==> config.mk <==
export PLATFORM = sky130hd
export DESIGN_NAME = btn_bank_ctrl
export DESIGN_NICKNAME = d
export VERILOG_FILES = /design/src/rtl/btn_pkg.sv /design/src/rtl/btn_channel.sv /design/src/rtl/btn_bank_ctrl.sv
export SDC_FILE = /design/constraint.sdc
export NUM_CORES = 1
export LEC_CHECK = 0
export CORE_UTILIZATION = 33
export CTS_CLUSTER_SIZE = 20
export DETAILED_ROUTE_END_ITERATION = 16
export GPL_TIMING_DRIVEN = 0
export PLACE_DENSITY = 0.52
export SETUP_SLACK_MARGIN = 0.15
export SKIP_CTS_REPAIR_TIMING = 1
export SYNTH_ARGS = -nofsm -noshare
export SYNTH_HDL_FRONTEND = slang
export SYNTH_HIERARCHICAL = 1
export SYNTH_SLANG_ARGS = --single-unit
==> constraint.sdc <==
create_clock -name clk -period 4.1 [get_ports clk]
set_clock_uncertainty 0.05 [all_clocks]
set_input_delay 1.23 -clock clk [delete_from_list [all_inputs] [get_ports clk]]
set_output_delay 1.23 -clock clk [all_outputs]
set_load 0.01 [all_outputs]
==> src/rtl/btn_pkg.sv <==
// -----------------------------------------------------------------------------
// btn_pkg
// Shared definitions for the push-button bank front end (btn_bank_ctrl and
// btn_channel):
//   - default timing constants for a 50 MHz board clock
//   - counter width helper (clog2 wrapper that never returns zero)
//   - hold / auto-repeat FSM state encoding
// The hold FSM is only built when BTN_BANK_AUTOREPEAT_EN is defined; the
// state type is declared unconditionally so both builds share one package.
// -----------------------------------------------------------------------------
package btn_pkg;

  // Board clock the default timings are derived from.
  localparam int unsigned CLK_HZ = 50_000_000;

  // 1 ms debounce, 0.5 s hold before first repeat, 0.1 s repeat period.
  localparam int unsigned DEF_DEBOUNCE_CYCLES = CLK_HZ / 1000;
  localparam int unsigned DEF_HOLD_CYCLES     = CLK_HZ / 2;
  localparam int unsigned DEF_REPEAT_CYCLES   = CLK_HZ / 10;

  // Legal channel count range for one bank.
  localparam int unsigned MAX_BTN = 32;

  // Hold FSM states.
  typedef enum logic [1:0] {
    HS_IDLE   = 2'd0,  // released, or pressed before the down flag
    HS_HOLD   = 2'd1,  // pressed, waiting out the initial hold time
    HS_REPEAT = 2'd2   // pressed, issuing periodic repeat pulses
  } hold_state_e;

  // Width needed to hold values 0 .. n-1. A terminal count of 0 (n == 1)
  // still gets a 1-bit counter so no zero-width vectors are ever declared.
  function automatic int unsigned cnt_width(input int unsigned n);
    return (n <= 1) ? 1 : $clog2(n);
  endfunction

endpackage : btn_pkg

==> src/rtl/btn_channel.sv <==
// -----------------------------------------------------------------------------
// btn_channel
// One push-button channel: 2-flop synchroniser, polarity normalisation,
// counter-based debounce, registered press/release flags and (optionally)
// hold detection with auto-repeat.
//
// Optional feature macro: BTN_BANK_AUTOREPEAT_EN
//   defined   : hold FSM plus hold/repeat counters are built, repeat_o pulses
//   undefined : no hold logic, repeat_o is tied low, and the HOLD_CYCLES /
//               REPEAT_CYCLES parameters do not exist on this module
//
// Ports:
//   clk       in   system clock
//   rst       in   synchronous reset, active-high
//   btn_i     in   raw asynchronous button pin
//   state_o   out  debounced level, 1 = pressed
//   down_o    out  1-cycle pulse on accepted press
//   up_o      out  1-cycle pulse on accepted release
//   repeat_o  out  1-cycle pulse per auto-repeat tick
// -----------------------------------------------------------------------------
module btn_channel
  import btn_pkg::*;
#(
  parameter bit          ACTIVE_LOW      = 1'b1,
`ifdef BTN_BANK_AUTOREPEAT_EN
  parameter int unsigned HOLD_CYCLES     = DEF_HOLD_CYCLES,
  parameter int unsigned REPEAT_CYCLES   = DEF_REPEAT_CYCLES,
`endif
  parameter int unsigned DEBOUNCE_CYCLES = DEF_DEBOUNCE_CYCLES
) (
  input  logic clk,
  input  logic rst,
  input  logic btn_i,
  output logic state_o,
  output logic down_o,
  output logic up_o,
  output logic repeat_o
);

  // Pin level that means "released"; the synchroniser resets to it so a
  // reset never looks like a press on its own.
  localparam logic RELEASED_LVL = ACTIVE_LOW;

  localparam int unsigned            DB_W    = cnt_width(DEBOUNCE_CYCLES + 1);
  localparam logic [DB_W-1:0]        DB_LAST = DB_W'(DEBOUNCE_CYCLES - 1);

  // ---------------------------------------------------------------------------
  // Synchroniser
  // ---------------------------------------------------------------------------
  logic sync1_q, sync2_q;

  // NOTE: clocked state always uses non-blocking assignments so every flop
  // samples the pre-edge value of its source; blocking here would collapse
  // the two synchroniser stages into one.
  always_ff @(posedge clk) begin
    if (rst) begin
      sync1_q <= RELEASED_LVL;
      sync2_q <= RELEASED_LVL;
    end else begin
      sync1_q <= btn_i;
      sync2_q <= sync1_q;
    end
  end

  // Normalised level: 1 = pressed, regardless of board polarity.
  logic pressed;
  assign pressed = ACTIVE_LOW ? ~sync2_q : sync2_q;

  // ---------------------------------------------------------------------------
  // Debounce
  // ---------------------------------------------------------------------------
  logic [DB_W-1:0] db_cnt_q, db_cnt_d;
  logic            state_q,  state_d;
  logic            down_q,   down_d;
  logic            up_q,     up_d;

  // NOTE: every signal driven here gets a default before any branch; a path
  // that leaves one unassigned would infer a latch.
  always_comb begin
    db_cnt_d = db_cnt_q;
    state_d  = state_q;
    down_d   = 1'b0;
    up_d     = 1'b0;
    if (pressed == state_q) begin
      // Input agrees with the accepted level: any partial count is a glitch.
      db_cnt_d = '0;
    end else if (db_cnt_q == DB_LAST) begin
      // Stable at the new level long enough: accept it and flag the edge.
      state_d  = pressed;
      db_cnt_d = '0;
      down_d   = pressed;
      up_d     = ~pressed;
    end else begin
      db_cnt_d = db_cnt_q + DB_W'(1);
    end
  end

  always_ff @(posedge clk) begin
    if (rst) begin
      db_cnt_q <= '0;
      state_q  <= 1'b0;
      down_q   <= 1'b0;
      up_q     <= 1'b0;
    end else begin
      db_cnt_q <= db_cnt_d;
      state_q  <= state_d;
      down_q   <= down_d;
      up_q     <= up_d;
    end
  end

  assign state_o = state_q;
  assign down_o  = down_q;
  assign up_o    = up_q;

  // ---------------------------------------------------------------------------
  // Hold / auto-repeat
  // ---------------------------------------------------------------------------
`ifdef BTN_BANK_AUTOREPEAT_EN
  localparam int unsigned         HOLD_W   = cnt_width(HOLD_CYCLES);
  localparam int unsigned         REP_W    = cnt_width(REPEAT_CYCLES);
  localparam logic [HOLD_W-1:0]   HOLD_LAST = HOLD_W'(HOLD_CYCLES - 1);
  localparam logic [REP_W-1:0]    REP_LAST  = REP_W'(REPEAT_CYCLES - 1);

  hold_state_e       hs_q,       hs_d;
  logic [HOLD_W-1:0] hold_cnt_q, hold_cnt_d;
  logic [REP_W-1:0]  rep_cnt_q,  rep_cnt_d;
  logic              repeat_q,   repeat_d;

  // The FSM reacts to the accept decision (down_d / up_d) rather than the
  // registered flags, so it changes state on the same edge the flag rises.
  // That lines the first repeat up exactly HOLD_CYCLES after the down flag
  // and lets an up decision suppress a repeat due on the same edge.
  always_comb begin
    hs_d       = hs_q;
    hold_cnt_d = hold_cnt_q;
    rep_cnt_d  = rep_cnt_q;
    repeat_d   = 1'b0;
    if (up_d) begin
      hs_d       = HS_IDLE;
      hold_cnt_d = '0;
      rep_cnt_d  = '0;
    end else begin
      case (hs_q)
        HS_IDLE: begin
          if (down_d) begin
            hs_d       = HS_HOLD;
            hold_cnt_d = '0;
          end
        end
        HS_HOLD: begin
          if (hold_cnt_q == HOLD_LAST) begin
            hs_d       = HS_REPEAT;
            hold_cnt_d = '0;
            rep_cnt_d  = '0;
            repeat_d   = 1'b1;
          end else begin
            hold_cnt_d = hold_cnt_q + HOLD_W'(1);
          end
        end
        HS_REPEAT: begin
          if (rep_cnt_q == REP_LAST) begin
            rep_cnt_d = '0;
            repeat_d  = 1'b1;
          end else begin
            rep_cnt_d = rep_cnt_q + REP_W'(1);
          end
        end
        default: begin
          hs_d       = HS_IDLE;
          hold_cnt_d = '0;
          rep_cnt_d  = '0;
        end
      endcase
    end
  end

  always_ff @(posedge clk) begin
    if (rst) begin
      hs_q       <= HS_IDLE;
      hold_cnt_q <= '0;
      rep_cnt_q  <= '0;
      repeat_q   <= 1'b0;
    end else begin
      hs_q       <= hs_d;
      hold_cnt_q <= hold_cnt_d;
      rep_cnt_q  <= rep_cnt_d;
      repeat_q   <= repeat_d;
    end
  end

  assign repeat_o = repeat_q;
`else
  assign repeat_o = 1'b0;
`endif

endmodule : btn_channel

==> src/rtl/btn_bank_ctrl.sv <==
// -----------------------------------------------------------------------------
// btn_bank_ctrl
// N-channel push-button front end. Each channel is an independent
// btn_channel (sync + debounce + optional hold/auto-repeat); this level only
// replicates them and ORs the press flags into o_any_down.
//
// Optional feature macro: BTN_BANK_AUTOREPEAT_EN
//   defined   : per-channel hold FSM drives o_flag_btn_repeat
//   undefined : o_flag_btn_repeat is constant 0; HOLD_CYCLES and
//               REPEAT_CYCLES are only range-checked
//
// Ports:
//   clk                in   system clock
//   rst                in   synchronous reset, active-high
//   i_btn              in   [N_BTN] raw asynchronous button pins
//   o_btn_state        out  [N_BTN] debounced level, 1 = pressed
//   o_flag_btn_down    out  [N_BTN] 1-cycle pulse on accepted press
//   o_flag_btn_up      out  [N_BTN] 1-cycle pulse on accepted release
//   o_flag_btn_repeat  out  [N_BTN] 1-cycle pulse per auto-repeat tick
//   o_any_down         out  OR of o_flag_btn_down
// -----------------------------------------------------------------------------
module btn_bank_ctrl
  import btn_pkg::*;
#(
  parameter int unsigned N_BTN           = 4,
  parameter bit          ACTIVE_LOW      = 1'b1,
  parameter int unsigned DEBOUNCE_CYCLES = DEF_DEBOUNCE_CYCLES,
  parameter int unsigned HOLD_CYCLES     = DEF_HOLD_CYCLES,
  parameter int unsigned REPEAT_CYCLES   = DEF_REPEAT_CYCLES
) (
  input  logic             clk,
  input  logic             rst,
  input  logic [N_BTN-1:0] i_btn,
  output logic [N_BTN-1:0] o_btn_state,
  output logic [N_BTN-1:0] o_flag_btn_down,
  output logic [N_BTN-1:0] o_flag_btn_up,
  output logic [N_BTN-1:0] o_flag_btn_repeat,
  output logic             o_any_down
);

  // Elaboration-time guard: zero-length timings would make the terminal
  // counts underflow, and the bank is limited to one 32-bit word of pins.
  if (N_BTN < 1 || N_BTN > MAX_BTN ||
      DEBOUNCE_CYCLES < 1 || HOLD_CYCLES < 1 || REPEAT_CYCLES < 1) begin : g_bad_cfg
    $error("btn_bank_ctrl: illegal parameter set");
  end

  for (genvar i = 0; i < N_BTN; i++) begin : g_ch
    btn_channel #(
      .ACTIVE_LOW      (ACTIVE_LOW),
`ifdef BTN_BANK_AUTOREPEAT_EN
      .HOLD_CYCLES     (HOLD_CYCLES),
      .REPEAT_CYCLES   (REPEAT_CYCLES),
`endif
      .DEBOUNCE_CYCLES (DEBOUNCE_CYCLES)
    ) u_channel (
      .clk      (clk),
      .rst      (rst),
      .btn_i    (i_btn[i]),
      .state_o  (o_btn_state[i]),
      .down_o   (o_flag_btn_down[i]),
      .up_o     (o_flag_btn_up[i]),
      .repeat_o (o_flag_btn_repeat[i])
    );
  end

  // Built from registered flags, so it is glitch-free and aligned with them.
  assign o_any_down = |o_flag_btn_down;

endmodule : btn_bank_ctrl
==> impl_metrics.py, run 1 <==
metrics = {
    "critical_path": {
        "cp_max_fo": 2,
        "setup.worst_path.start": "g_ch[1].u_channel/down_o",
        "crit_chain": "or4_1, clkdlybuf4s50_1",
        "cp.required_ns": 2.82,
        "worstReg2RegStart": "g_ch[1].u_channel/db_cnt_q[0]",
        "cp-end-kind": "output pin",
        "slowest_delay_ns": 0.51,
        "startpoint_type": "flop",
        "critical_path_class": "flop to output pin",
        "crit_arrival_ns": 1.63,
        "critPathSlowestCell": "or4_1",
    },
    "timing": {
        "slew_headroom": 0.476,
        "rsz0062_at_grt": "false",
        "slew_viol_final": 0,
        "finalCritPeriodShare": 0.710,
        "fmax_ghz": 0.344,
        "finalSetupViolations": 0,
        "period_needed_ns": 2.91,
        "tightest_slew_ns": 0.784,
        "hold_viol_final": 0,
        "fin_tns_setup_ns": 0,
    },
    "finish": {
        "multi_input_area_um2": 1890,
        "fillCellCount": 1113,
        "regArea_um2": 1680,
        "layout-drive-gt1-share": 0.208,
        "fin_nets": 428,
        "area_delta_synth_final_pct": 16.6,
        "diodes": 0,
        "finish.utilization": 0.397,
    },
    "clock_network": {
        "htreeDepth": 3,
        "root_buffer": "clkbuf_16",
        "clk_path_buf_depth": 2,
        "cts_tree": "built",
        "numCtsBuffers": 9,
        "cts.sinks": 84,
        "clk_latency_ns": 0.33,
        "path_clk_slew_ns": 0.06,
    },
    "status": {
        "outcome": "complete, no violations",
    },
    "power": {
        "total_power_uw": 1580,
        "p_per_area_nw_per_um2": 365,
        "ir_drop_v": 0.000236,
        "leakage_uw": 0.00127,
    },
    "yosys": {
        "synth.area.top_cells": "dfxtp_1 (45%), xnor2_1 (11%), nor2_2 (6.7%)",
        "yosysTopAreaCell": "dfxtp_1",
        "synth.distinct_cells": 24,
        "synth.ff_latch_count": 84,
        "ys.warnings.count": 6,
        "syn_area_per_cell_um2": 9.58,
        "synth_area_um2": 3730,
        "synth.top_cell.area_share": 0.451,
        "synth_seq_area_share": 0.451,
        "syn-num-nets": 399,
        "syn_inst": 389,
    },
    "placed_design": {
        "place.gp.congestion": 0.748,
        "portBuffers": 18,
        "dp_hpwl_mm": 4.61,
    },
    "floorplan": {
        "dieArea_um2": 11700,
        "num_io_pins": 23,
        "rows": 38,
        "initial_core_util": 0.341,
        "die_h_um": 108,
        "core_um2": 10900,
        "die_x_um": 108,
    },
    "global_route": {
        "grt_usage": 0.129,
        "grt_pass1_vias": 2443,
        "grt_start_max_net_pins": 25,
        "grt_remaining_overflow": 0,
        "antenna_found_initial": 0,
        "grt_pass1_wl_mm": 11.7,
    },
    "routing": {
        "drt_first_pass_iters": 4,
        "drt_iter0_drc": 82,
        "vias": 2634,
        "wl_per_cell_um": 11.9,
        "met3WireLength_um": 249,
        "wl_mm": 6.69,
        "wl_met1_mm": 3.47,
        "ant_nets": 0,
        "avgViaCountPerCell": 4.68,
        "drc": 0,
        "topRoutingLayerUsed": "met4",
        "met2_length_mm": 2.93,
    },
    "worst_hold_path": {
        "hold_start": "g_ch[3].u_channel/sync1_q",
        "hold_class": "flop to flop",
    },
    "flow_run": {
        "drv_cap": 0,
    },
}
flip-flops by register name (all words and copies together) (netlist names):
signal                   flops
g_ch.u_channel/db_cnt_q     64
g_ch.u_channel/sync1_q       4
g_ch.u_channel/sync2_q       4
g_ch.u_channel/state_o       4
g_ch.u_channel/down_o        4
g_ch.u_channel/up_o          4
per-layer routing:
metal	up-vias	global-route usage
met3	3	0.0392
met1	1210	0.176
met4	0	0.0492
met2	39	0.192
li1	1382	-
met5	-	0
critical path, delay by kind of cell, from the launching register on:
kind,cells,cell delay [ns]
buffers and inverters,1,0.49
DFF,1,0.30
and+or+nand+nor,1,0.51
cell families (layout without fill, tap and decap cells):
kind of cell             after synthesis  count (layout)  share of synthesized area
AO/OA/AOI/OAI                         12              12                     0.0282
XOR/XNOR                              56              56                      0.132
adder cells (fa/ha/maj)                4               4                     0.0134
buffers and inverters                 20              54                     0.0416
flip-flops                            84              84                      0.451
other                                  4               4                    0.00403
AND/OR/NAND/NOR                      209             209                      0.330
metrics by stage:
stage / setup slack, ns / hold slack [ns] / instances / area, um2
2_1_floorplan: 1.93 / 0.339 / 389 / 3730
3_3_place_gp: 1.06 / 0.342 / 547 / 4080
3_5_place_dp: 1.04 / 0.343 / 547 / 4080
4_1_cts: 1.16 / 0.357 / 563 / 4350
5_1_grt: 1.14 / 0.372 / 563 / 4350
6_report: 1.19 / 0.356 / 563 / 4350
cells in the final DEF (no fill, tap or decap), drive strengths merged, types with 8 or more instances in the layout:
cell	netlist	final
inv	12	12
xnor2	48	48
xor2	8	8
a21oi	8	8
nand3	28	28
nor2	68	68
nor4	20	20
nand4	12	12
buf	8	8
or2	12	12
nand2	16	16
clkdlybuf4s50	0	18
clkbuf	0	14
and3	12	12
nor3	32	32
dfxtp	84	84
worst paths after layout:
check | endpoint | slack [ns] | depth (start not counted)
hold / removal | g_ch[3].u_channel/sync2_q | 0.36 | 1
hold reg to reg | g_ch[3].u_channel/sync2_q | 0.36 | 1
setup reg to reg | g_ch[1].u_channel/up_o | 2.32 | 5
setup / recovery | o_any_down | 1.19 | 2
where the power goes:
part | internal [uW] | switching [uW]
logic | 17.1 | 15.6
clock network | 426 | 302
registers | 821 | 2.55
cells in the mapped netlist:
library cell,count
dfxtp_1,84
xnor2_1,48
nor2_2,40
nor2_1,28
nor3_1,28
nand3_1,24
nor4_1,20
nand2_1,16
and3_1,12
inv_1,12
nand4_1,12
or2_2,12
a21oi_1,8
xor2_1,8
a21bo_4,4
buf_12,4
buf_4,4
conb_1,4
ha_1,4
nand3_2,4
nand4bb_1,4
nor3_4,4
or3_4,4
or4_1,1
final cells by class:
cell class / instances / share of cell area
Buffer: 8 / 0.0253
Clock buffer: 14 / 0.0585
Clock inverter: 2 / 0.00230
Inverter: 12 / 0.0104
Multi-Input combinational cell: 285 / 0.435
Sequential cell: 84 / 0.387
Tap cell: 140 / 0.0403
Timing Repair Buffer: 18 / 0.0415
Note: power is estimated with default switching activity, not from simulation.
==> run 2: changes to the inputs <==
==> constraint.sdc (replaced) <==
create_clock -name clk -period 2.8 [get_ports clk]
set_clock_uncertainty 0.05 [all_clocks]
set_input_delay 0.84 -clock clk [delete_from_list [all_inputs] [get_ports clk]]
set_output_delay 0.84 -clock clk [all_outputs]
set_load 0.01 [all_outputs]
==> results of run 2 <==
The final DEF is identical to that of run 1. Status: complete, no violations.
Among the figures that moved: setup slack after placement 1.04 ns -> 0.127 ns; setup slack after layout 1.19 ns -> 0.281 ns; register-to-register setup slack 2.32 ns -> 1.02 ns; total power 1580 uW -> 2320 uW; worst IR drop on VDD 0.000236 V -> 0.000346 V
